--- src/rtl/display_scan_ctrl_pkg.sv ---
// Shared display definitions: arbitration state encoding, blank-display
// constants and the per-frame snapshot record.
package display_scan_ctrl_pkg;

  typedef enum logic [1:0] {
    IDLE  = 2'd0,
    OWN_A = 2'd1,
    OWN_B = 2'd2
  } own_state_e;

  // Dot/blank bits are active-high "off", so all-ones is a dark display.
  localparam logic [15:0] BLANK_HEXS  = 16'h0000;
  localparam logic [3:0]  BLANK_POINT = 4'hF;
  localparam logic [3:0]  BLANK_LES   = 4'hF;

  typedef struct packed {
    logic [15:0] hexs;
    logic [3:0]  point;
    logic [3:0]  les;
  } snap_t;

  localparam snap_t BLANK_SNAP = '{hexs: BLANK_HEXS, point: BLANK_POINT, les: BLANK_LES};

endpackage

--- src/rtl/display_scan_ctrl_scan_timer.sv ---
// scan_timer: digit-slot prescaler plus 2-bit scan counter.
//   clk, rst_n  : clock, async active-low reset
//   Scan        : current digit slot 0..3
//   tick        : one-cycle pulse on the last clk of every slot
//   frame_done  : one-cycle pulse on the last clk of slot 3
module scan_timer #(
  parameter int DIV = 100000
) (
  input  logic       clk,
  input  logic       rst_n,
  output logic [1:0] Scan,
  output logic       tick,
  output logic       frame_done
);

  localparam int              CW      = (DIV > 1) ? $clog2(DIV) : 1;
  localparam logic [CW-1:0]   CNT_MAX = CW'(DIV - 1);

  logic [CW-1:0] cnt;

  assign tick       = (cnt == CNT_MAX);
  assign frame_done = tick && (Scan == 2'd3);

  // Scan wraps 3->0 through natural 2-bit overflow.
  always_ff @(posedge clk or negedge rst_n) begin
    if (!rst_n) begin
      cnt  <= '0;
      Scan <= 2'd0;
    end else if (tick) begin
      cnt  <= '0;
      Scan <= Scan + 2'd1;
    end else begin
      cnt  <= cnt + 1'b1;
    end
  end

endmodule

--- src/rtl/display_scan_ctrl.sv ---
// display_scan_ctrl: arbitrates a 4-digit display between requesters A and B
// and presents a frame-stable snapshot of the owner's digits.
//   clk, rst_n                  : clock, async active-low reset
//   req_a/b                     : ownership requests (level, sampled at frame end)
//   hexs_a/b, point_a/b, les_a/b: requester digit, dot and blank fields
//   Scan                        : digit slot to the downstream multiplexer
//   Hexs, Point, Les            : owner snapshot, reloaded only at frame end
//   gnt_a, gnt_b                : registered owner indication
//   frame_done                  : pulse on the last clk of slot 3
module display_scan_ctrl
  import display_scan_ctrl_pkg::*;
#(
  parameter int DIV         = 100000,
  parameter int HOLD_FRAMES = 64
) (
  input  logic        clk,
  input  logic        rst_n,
  input  logic        req_a,
  input  logic        req_b,
  input  logic [15:0] hexs_a,
  input  logic [15:0] hexs_b,
  input  logic [3:0]  point_a,
  input  logic [3:0]  point_b,
  input  logic [3:0]  les_a,
  input  logic [3:0]  les_b,
  output logic [1:0]  Scan,
  output logic [15:0] Hexs,
  output logic [3:0]  Point,
  output logic [3:0]  Les,
  output logic        gnt_a,
  output logic        gnt_b,
  output logic        frame_done
);

  localparam logic [7:0] HOLD_MAX = 8'(HOLD_FRAMES);

  own_state_e state, state_nxt;
  logic [7:0] hold, hold_inc;
  snap_t      snap_nxt;
  logic       tick_unused;  // only frame boundaries matter here

  scan_timer #(.DIV(DIV)) u_timer (
    .clk        (clk),
    .rst_n      (rst_n),
    .Scan       (Scan),
    .tick       (tick_unused),
    .frame_done (frame_done)
  );

  // hold counts frames completed under the current owner. The contested
  // hand-over uses the count including the frame just ending, so an owner
  // keeps the display for exactly HOLD_FRAMES frames when both request.
  always_comb begin
    hold_inc  = (hold == HOLD_MAX) ? hold : hold + 8'd1;
    state_nxt = state;
    case (state)
      IDLE: begin
        if (req_a)      state_nxt = OWN_A;
        else if (req_b) state_nxt = OWN_B;
      end
      OWN_A: begin
        if (!req_a)                           state_nxt = req_b ? OWN_B : IDLE;
        else if (req_b && hold_inc == HOLD_MAX) state_nxt = OWN_B;
      end
      OWN_B: begin
        if (!req_b)                           state_nxt = req_a ? OWN_A : IDLE;
        else if (req_a && hold_inc == HOLD_MAX) state_nxt = OWN_A;
      end
      default: state_nxt = IDLE;
    endcase
  end

  always_comb begin
    snap_nxt = BLANK_SNAP;
    case (state_nxt)
      OWN_A:   snap_nxt = '{hexs: hexs_a, point: point_a, les: les_a};
      OWN_B:   snap_nxt = '{hexs: hexs_b, point: point_b, les: les_b};
      default: snap_nxt = BLANK_SNAP;
    endcase
  end

  // Everything visible moves together on the frame boundary edge, which is
  // also the edge that returns Scan to 0, so a frame never tears.
  always_ff @(posedge clk or negedge rst_n) begin
    if (!rst_n) begin
      state <= IDLE;
      hold  <= 8'd0;
      Hexs  <= BLANK_HEXS;
      Point <= BLANK_POINT;
      Les   <= BLANK_LES;
      gnt_a <= 1'b0;
      gnt_b <= 1'b0;
    end else if (frame_done) begin
      state <= state_nxt;
      hold  <= (state_nxt != state || state_nxt == IDLE) ? 8'd0 : hold_inc;
      Hexs  <= snap_nxt.hexs;
      Point <= snap_nxt.point;
      Les   <= snap_nxt.les;
      gnt_a <= (state_nxt == OWN_A);
      gnt_b <= (state_nxt == OWN_B);
    end
  end

endmodule

--- config.mk ---
export PLATFORM = sky130hd
export DESIGN_NAME = display_scan_ctrl
export DESIGN_NICKNAME = d
export VERILOG_FILES = /design/src/rtl/display_scan_ctrl_pkg.sv /design/src/rtl/display_scan_ctrl_scan_timer.sv /design/src/rtl/display_scan_ctrl.sv
export SDC_FILE = /design/constraint.sdc
export NUM_CORES = 1
export LEC_CHECK = 0
export CAP_MARGIN = 40
export CELL_PAD_IN_SITES_DETAIL_PLACEMENT = 1
export CELL_PAD_IN_SITES_GLOBAL_PLACEMENT = 1
export CORE_MARGIN = 3
export CORE_UTILIZATION = 36
export DETAILED_ROUTE_END_ITERATION = 10
export HOLD_SLACK_MARGIN = 0.15
export PLACE_DENSITY_LB_ADDON = 0.1
export SLEW_MARGIN = 20
export SYNTH_ARGS = -nofsm -noshare
export SYNTH_HDL_FRONTEND = slang
export SYNTH_SLANG_ARGS = --single-unit
--- constraint.sdc ---
create_clock -name clk -period 3.7 [get_ports clk]
set_input_delay 0.37 -clock clk [delete_from_list [all_inputs] [get_ports clk]]
set_output_delay 0.37 -clock clk [all_outputs]
set_load 0.005 [all_outputs]
Word-level counts from Yosys, hierarchy flattened

Cells that the tools add are included.

Bits of input ports: 52
Memory bits (writable): 0
Bits in latches: 0
Output and inout port bits: 29
Word-level logic and storage cells: 40
Memories kept: 0
Flip-flop bits (word level): 55
ROM bits: 0

Reductions and logical operators: 6
Add/sub/neg operators: 3
Shifts and indexed selects: 0
Divide/modulo/power cells: 0
Magnitude comparators: 0
Equal/unequal tests: 9
Multipliers: 0
Muxes and demuxes: 13
Bitwise logic cells: 0

Operators with widths:

| cell                                                                   | count |
|---|---|
| 24-bit one-hot mux with 2 select lines                                 | 1 |
| 17-bit by 1-bit adder with 17-bit output (second input constant)       | 1 |
| 17-bit equality test (second input constant)                           | 1 |
| 17-bit 2-to-1 mux                                                      | 1 |
| 8-bit by 7-bit equality test with 1-bit output (second input constant) | 2 |
| 8-bit 2-to-1 mux                                                       | 2 |
| 2-bit 2-to-1 mux                                                       | 7 |
| 8-bit by 1-bit adder with 8-bit output (second input constant)         | 1 |
| 2-bit equality test (second input constant)                            | 3 |
| 2-bit one-hot mux with 3 select lines                                  | 1 |
| 2-bit by 1-bit equality test with 1-bit output (second input constant) | 2 |
| 2-bit logical NOT                                                      | 2 |
| 1-bit logical AND                                                      | 3 |
| 2-bit by 1-bit adder with 2-bit output (second input constant)         | 1 |
| 2-bit inequality test                                                  | 1 |
| 1-bit logical OR                                                       | 1 |
| 1-bit 2-to-1 mux                                                       | 1 |

Longest topological paths before layout

Gate-level depths: netlist (run 1).

Word-level depth: 10
Depth in mapped cells: 14
Gate-level depth less buffers: 14

By module

Synthesis (run 1) repeated with hierarchy kept, for this count alone.

Cells, all modules: 306
Area, all modules: 2,960.3 um2

By module, submodules not included:

| module            | area an instance (um2) | instances | cells each |
|---|---|---|---|
| display_scan_ctrl | 2,044.5                | 1         | 223 |
| scan_timer        | 915.9                  | 1         | 83 |

Worst setup path before layout (run 1)

Ideal clock, no wire load.

Path type: register to register
Start: register hold[4]
End: register hold[7]
Period minus slack after synthesis: 3.027 ns
Buffers on the path: 0
Stages on the path, launching flop included: 13
Required time: 3.579 ns
Arrival: 2.906 ns
Path slack: 0.673 ns
Cells stage by stage: dfrtp_1 -> or3_1 -> or2_2 -> a32oi_1 -> a31oi_1 -> o21ai_0 -> a31o_2 -> ha_1 -> a21oi_1 -> o311ai_1 -> o221ai_2 -> a21o_1 -> a22o_1

Word-level cells in the longest chain between the ends: 10
Elaborated cells on any way between the ends: 15
Classes of those cells: add/sub (1); eq/ne (3); mux (7); reduce/logical (4)

Ends and longest elaborated chain:

| what                                                                                                     | line                                             | text |
|---|---|---|
| start, declared                                                                                          | display_scan_ctrl.sv:38                          | `logic [7:0] hold, hold_inc;` |
| start signal, assigned                                                                                   | display_scan_ctrl.sv:95                          | `hold <= (state_nxt != state \|\| state_nxt == IDLE) ? 8'd0 : hold_inc;` |
| 8-bit by 1-bit adder with 8-bit output or 8-bit by 7-bit equality test with 1-bit output (tied branches) | display_scan_ctrl.sv:54                          | `hold_inc = (hold == HOLD_MAX) ? hold : hold + 8'd1;` |
| 8-bit 2-to-1 mux *                                                                                       | display_scan_ctrl.sv:54                          |  |
| 8-bit by 7-bit equality test with 1-bit output                                                           | display_scan_ctrl.sv:63, display_scan_ctrl.sv:67 |  |
| 1-bit logical AND, on equally long branches                                                              | display_scan_ctrl.sv:67, display_scan_ctrl.sv:63 |  |
| 2-bit 2-to-1 mux, on equally long branches                                                               | display_scan_ctrl.sv:67, display_scan_ctrl.sv:63 |  |
| 2-bit 2-to-1 mux, on equally long branches                                                               | display_scan_ctrl.sv:66, display_scan_ctrl.sv:62 |  |
| 2-bit one-hot mux with 3 select lines                                                                    | display_scan_ctrl.sv:56                          | `case (state)` |
| 2-bit inequality test or 2-bit logical NOT (tied branches)                                               | display_scan_ctrl.sv:95                          |  |
| 1-bit logical OR                                                                                         | display_scan_ctrl.sv:95                          |  |
| 8-bit 2-to-1 mux *                                                                                       | display_scan_ctrl.sv:95                          |  |

Every way passes the cells marked *; elsewhere a longest branch is shown, timed or not.
A chain may end at the register's enable or synchronous reset.

Worst setup path after layout (run 1)

Start: register hold[4]
End: register hold[2]

Same word-level chain as after synthesis.

==> impl_metrics.xml, run 1 <==
<?xml version="1.0" encoding="UTF-8"?>
<metrics>
  <group name="status">
    <metric name="status" unit="">finished, final reports clean</metric>
  </group>
  <group name="floorplan">
    <metric name="core.rowCount" unit="">32</metric>
    <metric name="design.portCount" unit="">81</metric>
    <metric name="die_h" unit="um">97.4</metric>
    <metric name="core_region_area" unit="sq um">7930</metric>
    <metric name="die_area" unit="sq um">9480</metric>
    <metric name="floorplan.die.width" unit="um">97.4</metric>
    <metric name="floorplan.initialDensity" unit="">0.379</metric>
  </group>
  <group name="power">
    <metric name="design_power_total" unit="mW">1.11</metric>
    <metric name="worst_ir_drop_vdd" unit="mV">0.140</metric>
    <metric name="power-per-cell-area" unit="nW/um^2">275</metric>
    <metric name="leakagePower" unit="nW">1.69</metric>
  </group>
  <group name="yosys">
    <metric name="postSynthCellCount" unit="">322</metric>
    <metric name="post_synth_num_cell_types" unit="">49</metric>
    <metric name="synth-simple-area-share" unit="">0.219</metric>
    <metric name="sequential_area_share_after_synthesis" unit="">0.461</metric>
    <metric name="yosys.area_share.adder" unit="">0.0333</metric>
    <metric name="synth_area_leaders" unit="">sky130_fd_sc_hd__dfrtp_1, sky130_fd_sc_hd__dfstp_2, sky130_fd_sc_hd__nand2_1</metric>
    <metric name="synthMuxAreaShare" unit="">0.0175</metric>
    <metric name="synth-seq-cells" unit="">55</metric>
    <metric name="ys_async_sr_fraction" unit="">1.00</metric>
    <metric name="syn-mean-instance-area" unit="sq um">9.33</metric>
    <metric name="ys.warnings.count" unit="">0</metric>
    <metric name="post_synth_most_frequent_cells" unit="">sky130_fd_sc_hd__nand2_1, sky130_fd_sc_hd__dfrtp_1, sky130_fd_sc_hd__nand3_1</metric>
    <metric name="net_count_synth" unit="">382</metric>
    <metric name="synthDominantAreaCellType" unit="">sky130_fd_sc_hd__dfrtp_1</metric>
    <metric name="netlist_area" unit="sq um">3000</metric>
    <metric name="synth_most_common_cell" unit="">sky130_fd_sc_hd__nand2_1</metric>
    <metric name="share_of_the_synthesized_area_in_the_top_cell_type" unit="">0.392</metric>
    <metric name="synth_flop_cell" unit="">sky130_fd_sc_hd__dfrtp_1</metric>
    <metric name="synth-edff-count" unit="">0</metric>
    <metric name="synth_compound_gate_area_share" unit="">0.183</metric>
    <metric name="synth-xor-area-share" unit="">0.0466</metric>
    <metric name="largest_family_of_logic_cells_by_synthesized_area" unit="">simple AND/OR/NAND/NOR gates</metric>
  </group>
  <group name="timing">
    <metric name="final.min_clock_period" unit="ns">3.39</metric>
    <metric name="maxSlewHeadroom" unit="">0.581</metric>
    <metric name="clock.fmax" unit="GHz">0.295</metric>
    <metric name="finalHoldViolCount" unit="">0</metric>
    <metric name="max_slew.worst_pin.slew" unit="ns">0.623</metric>
    <metric name="fin_setup_tns" unit="ns">0</metric>
    <metric name="final-setup-viol-count" unit="">0</metric>
    <metric name="final_count_of_pins_violating_max_slew" unit="">0</metric>
    <metric name="setup_skew" unit="ns">0.00762</metric>
    <metric name="post-route-period-util" unit="">0.917</metric>
    <metric name="rsz_0062_raised_after_global_routing" unit="">no</metric>
  </group>
  <group name="place">
    <metric name="placement.io_buffers" unit="">80</metric>
    <metric name="placed_standard_cell_area" unit="sq um">3920</metric>
    <metric name="placer_s_final_routability_congestion_estimate" unit="">0.856</metric>
    <metric name="dp.cells" unit="">492</metric>
    <metric name="detailed_place_hpwl" unit="mm">6.14</metric>
  </group>
  <group name="clocking">
    <metric name="clkTransAtPathRegs" unit="ns">0.11</metric>
    <metric name="clock_sink_count" unit="">55</metric>
    <metric name="clk-insertion-delay-late" unit="ns">0.31</metric>
    <metric name="buffer_depth_of_the_longest_clock_path" unit="">2</metric>
    <metric name="tritoncts" unit="">done</metric>
    <metric name="cts.root.buffer_cell" unit="">sky130_fd_sc_hd__clkbuf_8</metric>
    <metric name="cts_buf_count" unit="">5</metric>
    <metric name="cts.htree.levels" unit="">2</metric>
    <metric name="postCtsSetupRepairBufs" unit="">0</metric>
  </group>
  <group name="finish">
    <metric name="final-instance-count-excl-fill" unit="">502</metric>
    <metric name="nNetsFinal" unit="">459</metric>
    <metric name="final_area" unit="sq um">4040</metric>
    <metric name="final_layout_size_suffix_gt1_frac" unit="">0.0850</metric>
    <metric name="area_delta_synth_final" unit="%">34.4</metric>
    <metric name="multi_input_comb_area" unit="sq um">1510</metric>
    <metric name="antenna_cells_inserted" unit="">0</metric>
    <metric name="regArea" unit="sq um">1390</metric>
    <metric name="nFillCells" unit="">921</metric>
  </group>
  <group name="route">
    <metric name="postRouteWirelength" unit="mm">8.33</metric>
    <metric name="first_pass_iters" unit="">4</metric>
    <metric name="avgRoutedWirePerCell" unit="um">16.6</metric>
    <metric name="route.antenna.remaining_nets" unit="">0</metric>
    <metric name="drcViolationCount" unit="">0</metric>
    <metric name="first_drt_iteration_drcs" unit="">101</metric>
    <metric name="post_drt_via_cell_ratio" unit="">5.42</metric>
    <metric name="num_vias" unit="">2720</metric>
  </group>
  <group name="worst_setup_path">
    <metric name="critPathMaxFanout" unit="">8</metric>
    <metric name="data_required_time_at_the_worst_endpoint" unit="ns">3.93</metric>
    <metric name="critical_path.cell_chain" unit="">or3_1, or2_2, a32oi_1, nand2_1, nand3_1, o2111ai_1, ha_1, a21o_1, o221ai_2, nand3_1, o31ai_1</metric>
    <metric name="worstSetupStartpointType" unit="">flop</metric>
    <metric name="slowest_delay" unit="ns">0.44</metric>
    <metric name="worstSetupPathType" unit="">reg -&gt; reg</metric>
    <metric name="worstSetupEndpointType" unit="">flop</metric>
    <metric name="crit_path_top_delay_cell" unit="">sky130_fd_sc_hd__dfrtp_1</metric>
    <metric name="cp.arrival" unit="ns">3.62</metric>
    <metric name="critical-path-top-cell-by-count" unit="">sky130_fd_sc_hd__nand3_1</metric>
  </group>
  <group name="grt">
    <metric name="grt_pass1_vias" unit="">2842</metric>
    <metric name="grt_util_all_layers" unit="">0.180</metric>
    <metric name="grt_antenna_before_repair" unit="">0</metric>
    <metric name="grt_first_pass_wirelength" unit="mm">14.1</metric>
    <metric name="grt-ovfl-total" unit="">0</metric>
    <metric name="maximum_number_of_pins_on_one_net_before_global_route_repair" unit="">31</metric>
  </group>
  <group name="run">
    <metric name="drv.max_cap_violation_count" unit="">0</metric>
  </group>
  <group name="min_path">
    <metric name="hold_path_class" unit="">reg -&gt; reg</metric>
  </group>
</metrics>
==> logic make-up (layout without fill, tap and decap cells) <==
| group | after synthesis | in the layout |
|---|---|---|
| compound gates | 75 | 75 |
| xor+xnor | 16 | 16 |
| fa+ha+maj | 8 | 8 |
| buf+inv | 29 | 107 |
| flops | 55 | 55 |
| mux | 5 | 5 |
| simple gates | 134 | 134 |
==> layer usage <==
metal,GRT usage,part of all wire
met1,0.213,0.44
met2,0.321,0.50
met3,0.0459,0.047
met4,0.0490,0.019
met5,0,0
==> worst paths after layout <==
path | cells past startpoint | to | slack (ns) | start
max | 11 | hold[2] | 0.31 | hold[4]
min | 2 | Hexs[1] | 0.48 | Hexs[1]
max reg2reg | 11 | hold[2] | 0.31 | hold[4]
min reg2reg | 2 | Hexs[1] | 0.48 | Hexs[1]
max in group asynchronous | 3 | Hexs[7] | 2.27 | rst_n
min in group asynchronous | 2 | hold[1] | 0.59 | rst_n
==> registers in the layout (all words and copies together), names as in the netlist <==
register and cells:
Hexs 16, Les 4, Point 4, gnt_a 1, gnt_b 1, hold 8, state 2, u_timer.Scan 2
u_timer.cnt 17
==> critical path, delay by kind of cell (launching register included) <==
kind | cells | cell delay (ns)
fa+ha+maj | 1 | 0.28
simple gates | 5 | 1.33
compound gates | 5 | 1.26
flops | 1 | 0.44
==> final cells by class <==
| type | instances | share of cell area |
|---|---|---|
| clock buffers | 5 | 0.0170 |
| clock inverters | 3 | 0.00651 |
| inverters | 10 | 0.00930 |
| multi-input cells | 238 | 0.374 |
| flip-flops and latches | 55 | 0.343 |
| well taps | 102 | 0.0316 |
| repair buffers | 89 | 0.218 |
==> what timing repair did <==
item | in CTS | in global routing
endpoints found under the hold margin | 17 | 0
gates resized for setup | 0 | 1
hold buffers | 1 | 0
endpoints found under the setup margin | 0 | 5
==> placed cells by master, fill, tap and decap left out, types with 2 or more instances in the layout <==
master / netlist / routed
sky130_fd_sc_hd__nand3_1: 32 / 32
sky130_fd_sc_hd__dfrtp_1: 47 / 47
sky130_fd_sc_hd__buf_8: 0 / 2
sky130_fd_sc_hd__and2_1: 2 / 2
sky130_fd_sc_hd__a21oi_1: 17 / 17
sky130_fd_sc_hd__o21ai_0: 3 / 3
sky130_fd_sc_hd__nor2_1: 16 / 16
sky130_fd_sc_hd__or3_1: 4 / 4
sky130_fd_sc_hd__xor2_1: 7 / 7
sky130_fd_sc_hd__nand2_1: 49 / 49
sky130_fd_sc_hd__a31oi_1: 5 / 5
sky130_fd_sc_hd__xnor2_1: 9 / 9
sky130_fd_sc_hd__and3_1: 3 / 3
sky130_fd_sc_hd__nand3b_1: 4 / 4
sky130_fd_sc_hd__clkdlybuf4s50_1: 0 / 79
sky130_fd_sc_hd__dfstp_2: 8 / 8
sky130_fd_sc_hd__o31ai_1: 2 / 2
sky130_fd_sc_hd__mux2_2: 2 / 2
sky130_fd_sc_hd__clkbuf_8: 0 / 5
sky130_fd_sc_hd__a22oi_1: 8 / 8
sky130_fd_sc_hd__a22o_1: 17 / 17
sky130_fd_sc_hd__mux2i_1: 3 / 3
sky130_fd_sc_hd__or2_2: 2 / 2
sky130_fd_sc_hd__a21o_1: 10 / 10
sky130_fd_sc_hd__inv_6: 0 / 2
sky130_fd_sc_hd__nand4_1: 5 / 5
sky130_fd_sc_hd__o2bb2ai_1: 2 / 2
sky130_fd_sc_hd__nor3_1: 5 / 5
sky130_fd_sc_hd__o21a_1: 2 / 2
sky130_fd_sc_hd__inv_1: 10 / 10
sky130_fd_sc_hd__buf_4: 0 / 6
sky130_fd_sc_hd__ha_1: 8 / 7
sky130_fd_sc_hd__nand2b_1: 2 / 2
==> where the power goes <==
group / internal [mW] / total (mW) / leakage [nW] / switching, mW
clock network: 0.140 / 0.357 / 0.0491 / 0.217
logic: 0.0820 / 0.140 / 1.01 / 0.0576
registers: 0.611 / 0.614 / 0.622 / 0.00298
total: 0.833 / 1.11 / 1.69 / 0.278
==> stage by stage <==
step	utilization	hold slack [ns]	worst slack (ns)
5_1_grt	0.509	0.512	0.0219
2_1_floorplan	-	0.0744	0.673
3_5_place_dp	0.494	0.427	0.282
3_3_place_gp	0.492	0.422	0.313
6_report	0.509	0.479	0.307
4_1_cts	0.507	0.483	0.252
Power figures use the tool's default switching activity.
==> run 2, diff against run 1 <==
RECOVER_POWER = 25   (was default)
SLEW_MARGIN = default   (was 20)
==> run 2 against run 1 <==
Net effect:
- the run now ends with max-capacitance violations, max-slew violations left
- first-iteration DRC count shrank 9.9%
- non-clock buffer count shrank 1
- sequential share of layout area grew 0.14 points
- routed wire length is essentially flat
- global-route usage shrank 0.073 points
- critical path depth is the same
- fmax shrank 0.63%
- clock power grew 2%
- sequential cell count is the same
- clock-buffer cell count is the same
- largest power group unchanged
==> impl_metrics.xml, run 2 (synthesized netlist as in run 1, its figures left out) <==
<?xml version="1.0" encoding="UTF-8"?>
<metrics>
  <group name="floorplan">
    <metric name="design.portCount" unit="">81</metric>
    <metric name="floorplan.die.width" unit="um">97.4</metric>
    <metric name="die_area" unit="sq um">9480</metric>
    <metric name="core.rowCount" unit="">32</metric>
    <metric name="die_h" unit="um">97.4</metric>
    <metric name="floorplan.initialDensity" unit="">0.379</metric>
    <metric name="core_region_area" unit="sq um">7930</metric>
  </group>
  <group name="timing">
    <metric name="setup_skew" unit="ns">0.0118</metric>
    <metric name="finalHoldWorstSlack" unit="ns">0.474</metric>
    <metric name="max_slew.worst_pin.slew" unit="ns">1.52</metric>
    <metric name="maxSlewHeadroom" unit="">-0.0153</metric>
    <metric name="clock.fmax" unit="GHz">0.293</metric>
    <metric name="post-route-period-util" unit="">0.923</metric>
    <metric name="finalHoldViolCount" unit="">0</metric>
    <metric name="fin_setup_tns" unit="ns">0</metric>
    <metric name="final_count_of_pins_violating_max_slew" unit="">27</metric>
    <metric name="rsz_0062_raised_after_global_routing" unit="">no</metric>
    <metric name="final.min_clock_period" unit="ns">3.41</metric>
    <metric name="final-setup-viol-count" unit="">0</metric>
  </group>
  <group name="clocking">
    <metric name="cts_buf_count" unit="">5</metric>
    <metric name="clock_sink_count" unit="">55</metric>
    <metric name="clkTransAtPathRegs" unit="ns">0.11</metric>
    <metric name="buffer_depth_of_the_longest_clock_path" unit="">2</metric>
    <metric name="clk-insertion-delay-late" unit="ns">0.32</metric>
    <metric name="postCtsSetupRepairBufs" unit="">0</metric>
    <metric name="cts.root.buffer_cell" unit="">sky130_fd_sc_hd__clkbuf_8</metric>
    <metric name="cts.htree.levels" unit="">2</metric>
    <metric name="tritoncts" unit="">done</metric>
  </group>
  <group name="run">
    <metric name="drv.max_cap_violation_count" unit="">1</metric>
  </group>
  <group name="worst_setup_path">
    <metric name="critical_path.n_buffers_inverters" unit="">0</metric>
    <metric name="timing.critical_path.max_delay_family" unit="">simple AND/OR/NAND/NOR gates</metric>
    <metric name="slowest_delay" unit="ns">0.44</metric>
    <metric name="cp.arrival" unit="ns">3.64</metric>
    <metric name="critical_path.cell_chain" unit="">or3_1, or2_2, a32oi_1, nand2_1, nand3_1, o2111ai_1, ha_1, a21o_1, o221ai_2, nand3_1, o31ai_1</metric>
    <metric name="crit_path_top_delay_cell" unit="">sky130_fd_sc_hd__dfrtp_1</metric>
    <metric name="worstSetupPathType" unit="">reg -&gt; reg</metric>
    <metric name="worstSetupEndpointType" unit="">flop</metric>
    <metric name="critPathMaxFanout" unit="">8</metric>
    <metric name="data_required_time_at_the_worst_endpoint" unit="ns">3.93</metric>
    <metric name="worstSetupStartpointType" unit="">flop</metric>
    <metric name="critical-path-top-cell-by-count" unit="">sky130_fd_sc_hd__nand3_1</metric>
  </group>
  <group name="power">
    <metric name="design_power_total" unit="mW">1.12</metric>
    <metric name="switching_share" unit="">0.254</metric>
    <metric name="switchingPower" unit="mW">0.283</metric>
    <metric name="power_report.internal_total" unit="mW">0.833</metric>
    <metric name="worst_ir_drop_vdd" unit="mV">0.214</metric>
    <metric name="power-per-cell-area" unit="nW/um^2">278</metric>
    <metric name="leakagePower" unit="nW">1.67</metric>
    <metric name="power.share.clock" unit="">0.325</metric>
    <metric name="seq_power_share" unit="">0.550</metric>
    <metric name="combinationalPowerShare" unit="">0.125</metric>
  </group>
  <group name="finish">
    <metric name="nFillCells" unit="">918</metric>
    <metric name="antenna_cells_inserted" unit="">0</metric>
    <metric name="area_delta_synth_final" unit="%">33.9</metric>
    <metric name="final_layout_size_suffix_gt1_frac" unit="">0.0802</metric>
    <metric name="layout_commonest_cell" unit="">sky130_fd_sc_hd__clkdlybuf4s50_1</metric>
    <metric name="largest_registers" unit="">u_timer.cnt (17), Hexs (16), hold (8)</metric>
    <metric name="regArea" unit="sq um">1390</metric>
    <metric name="commonest_cells_after_routing_fill_and_taps_aside" unit="">sky130_fd_sc_hd__clkdlybuf4s50_1, sky130_fd_sc_hd__nand2_1, sky130_fd_sc_hd__dfrtp_1</metric>
    <metric name="multi_input_comb_area" unit="sq um">1510</metric>
    <metric name="number_of_flip_flops_under_the_largest_register_name" unit="">17</metric>
    <metric name="max_flop_register" unit="">u_timer.cnt</metric>
    <metric name="nNetsFinal" unit="">458</metric>
  </group>
  <group name="min_path">
    <metric name="hold_path_class" unit="">reg -&gt; reg</metric>
  </group>
  <group name="status">
    <metric name="violations" unit="">max-capacitance violations, max-slew violations</metric>
    <metric name="status" unit="">finished with violations</metric>
  </group>
  <group name="place">
    <metric name="detailed_place_hpwl" unit="mm">6.11</metric>
    <metric name="placement.io_buffers" unit="">80</metric>
    <metric name="placer_s_final_routability_congestion_estimate" unit="">0.856</metric>
  </group>
  <group name="grt">
    <metric name="maximum_number_of_pins_on_one_net_before_global_route_repair" unit="">31</metric>
    <metric name="grt_util_all_layers" unit="">0.179</metric>
    <metric name="grt-ovfl-total" unit="">0</metric>
    <metric name="grt_first_pass_wirelength" unit="mm">14.0</metric>
    <metric name="grt_antenna_before_repair" unit="">0</metric>
    <metric name="grt_pass1_vias" unit="">2826</metric>
  </group>
  <group name="route">
    <metric name="first_drt_iteration_drcs" unit="">91</metric>
    <metric name="route.antenna.remaining_nets" unit="">0</metric>
    <metric name="postRouteWirelength" unit="mm">8.33</metric>
    <metric name="num_vias" unit="">2682</metric>
    <metric name="first_pass_iters" unit="">4</metric>
    <metric name="avgRoutedWirePerCell" unit="um">16.6</metric>
    <metric name="drcViolationCount" unit="">0</metric>
    <metric name="post_drt_via_cell_ratio" unit="">5.35</metric>
  </group>
</metrics>
==> run 2: through the flow <==
step / instances / setup WS, ns / instance area (sq um) / util
6_report: 501 / 0.286 / 4020 / 0.507
5_1_grt: 501 / 0.00935 / 4020 / 0.507
4_1_cts: 501 / 0.244 / 4020 / 0.507
3_5_place_dp: 492 / 0.272 / 3920 / 0.494
3_3_place_gp: 491 / 0.313 / 3900 / 0.492
2_1_floorplan: 322 / 0.673 / 3000 / -
==> run 2: routing by layer <==
layer  vias to the layer above  routed length [um]  track usage
met5                         -                   0            0
met4                         0                 122       0.0458
met3                        10                 336       0.0402
met2                        43                4210        0.322
met1                      1319                3650        0.216
li1                       1310                   -            -
==> run 2: layout make-up <==
type                            instances  area share
Clock inverter                          3     0.00653
Inverter                               10     0.00933
Multi-Input combinational cell        238       0.376
Timing Repair Buffer                   88       0.215
Sequential cell                        55       0.345
Clock buffer                            5      0.0171
Tap cell                              102      0.0317
==> run 2: path summary, 6_finish.rpt <==
path                            slack [ns]     from  cells after the start  endpoint
worst max-delay path                  0.29  hold[4]                     11   hold[2]
worst min-delay path                  0.47  Hexs[1]                      2   Hexs[1]
worst max register to register        0.29  hold[4]                     11   hold[2]
worst min register to register        0.47  Hexs[1]                      2   Hexs[1]
max in group asynchronous             1.61    rst_n                      3   Hexs[7]
min in group asynchronous             0.95    rst_n                      2   hold[1]
==> run 2: repair_timing <==
item | 4_1_cts | 5_1_grt
hold buffers | 1 | 0
endpoints found under the hold margin | 17 | 0
gates resized for setup | 0 | 1
setup endpoints to repair | 0 | 6
==> run 2: worst register-to-register path: stages, from the launching register on <==
cell and delay, ns:
sky130_fd_sc_hd__dfrtp_1 0.44, sky130_fd_sc_hd__or3_1 0.41, sky130_fd_sc_hd__or2_2 0.34, sky130_fd_sc_hd__a32oi_1 0.33
sky130_fd_sc_hd__nand2_1 0.22, sky130_fd_sc_hd__nand3_1 0.18, sky130_fd_sc_hd__o2111ai_1 0.16, sky130_fd_sc_hd__ha_1 0.28
sky130_fd_sc_hd__a21o_1 0.18, sky130_fd_sc_hd__o221ai_2 0.37, sky130_fd_sc_hd__nand3_1 0.19, sky130_fd_sc_hd__o31ai_1 0.23
==> run 2: power groups by stage <==
stage          Sequential, mW  Combinational [mW]  Clock (mW)
5_1_grt                 0.615               0.152       0.405
4_1_cts                 0.614               0.142       0.377
2_1_floorplan           0.626              0.0460           0
6_report                0.614               0.140       0.363
3_5_place_dp            0.625               0.141           0
3_3_place_gp            0.625               0.138           0
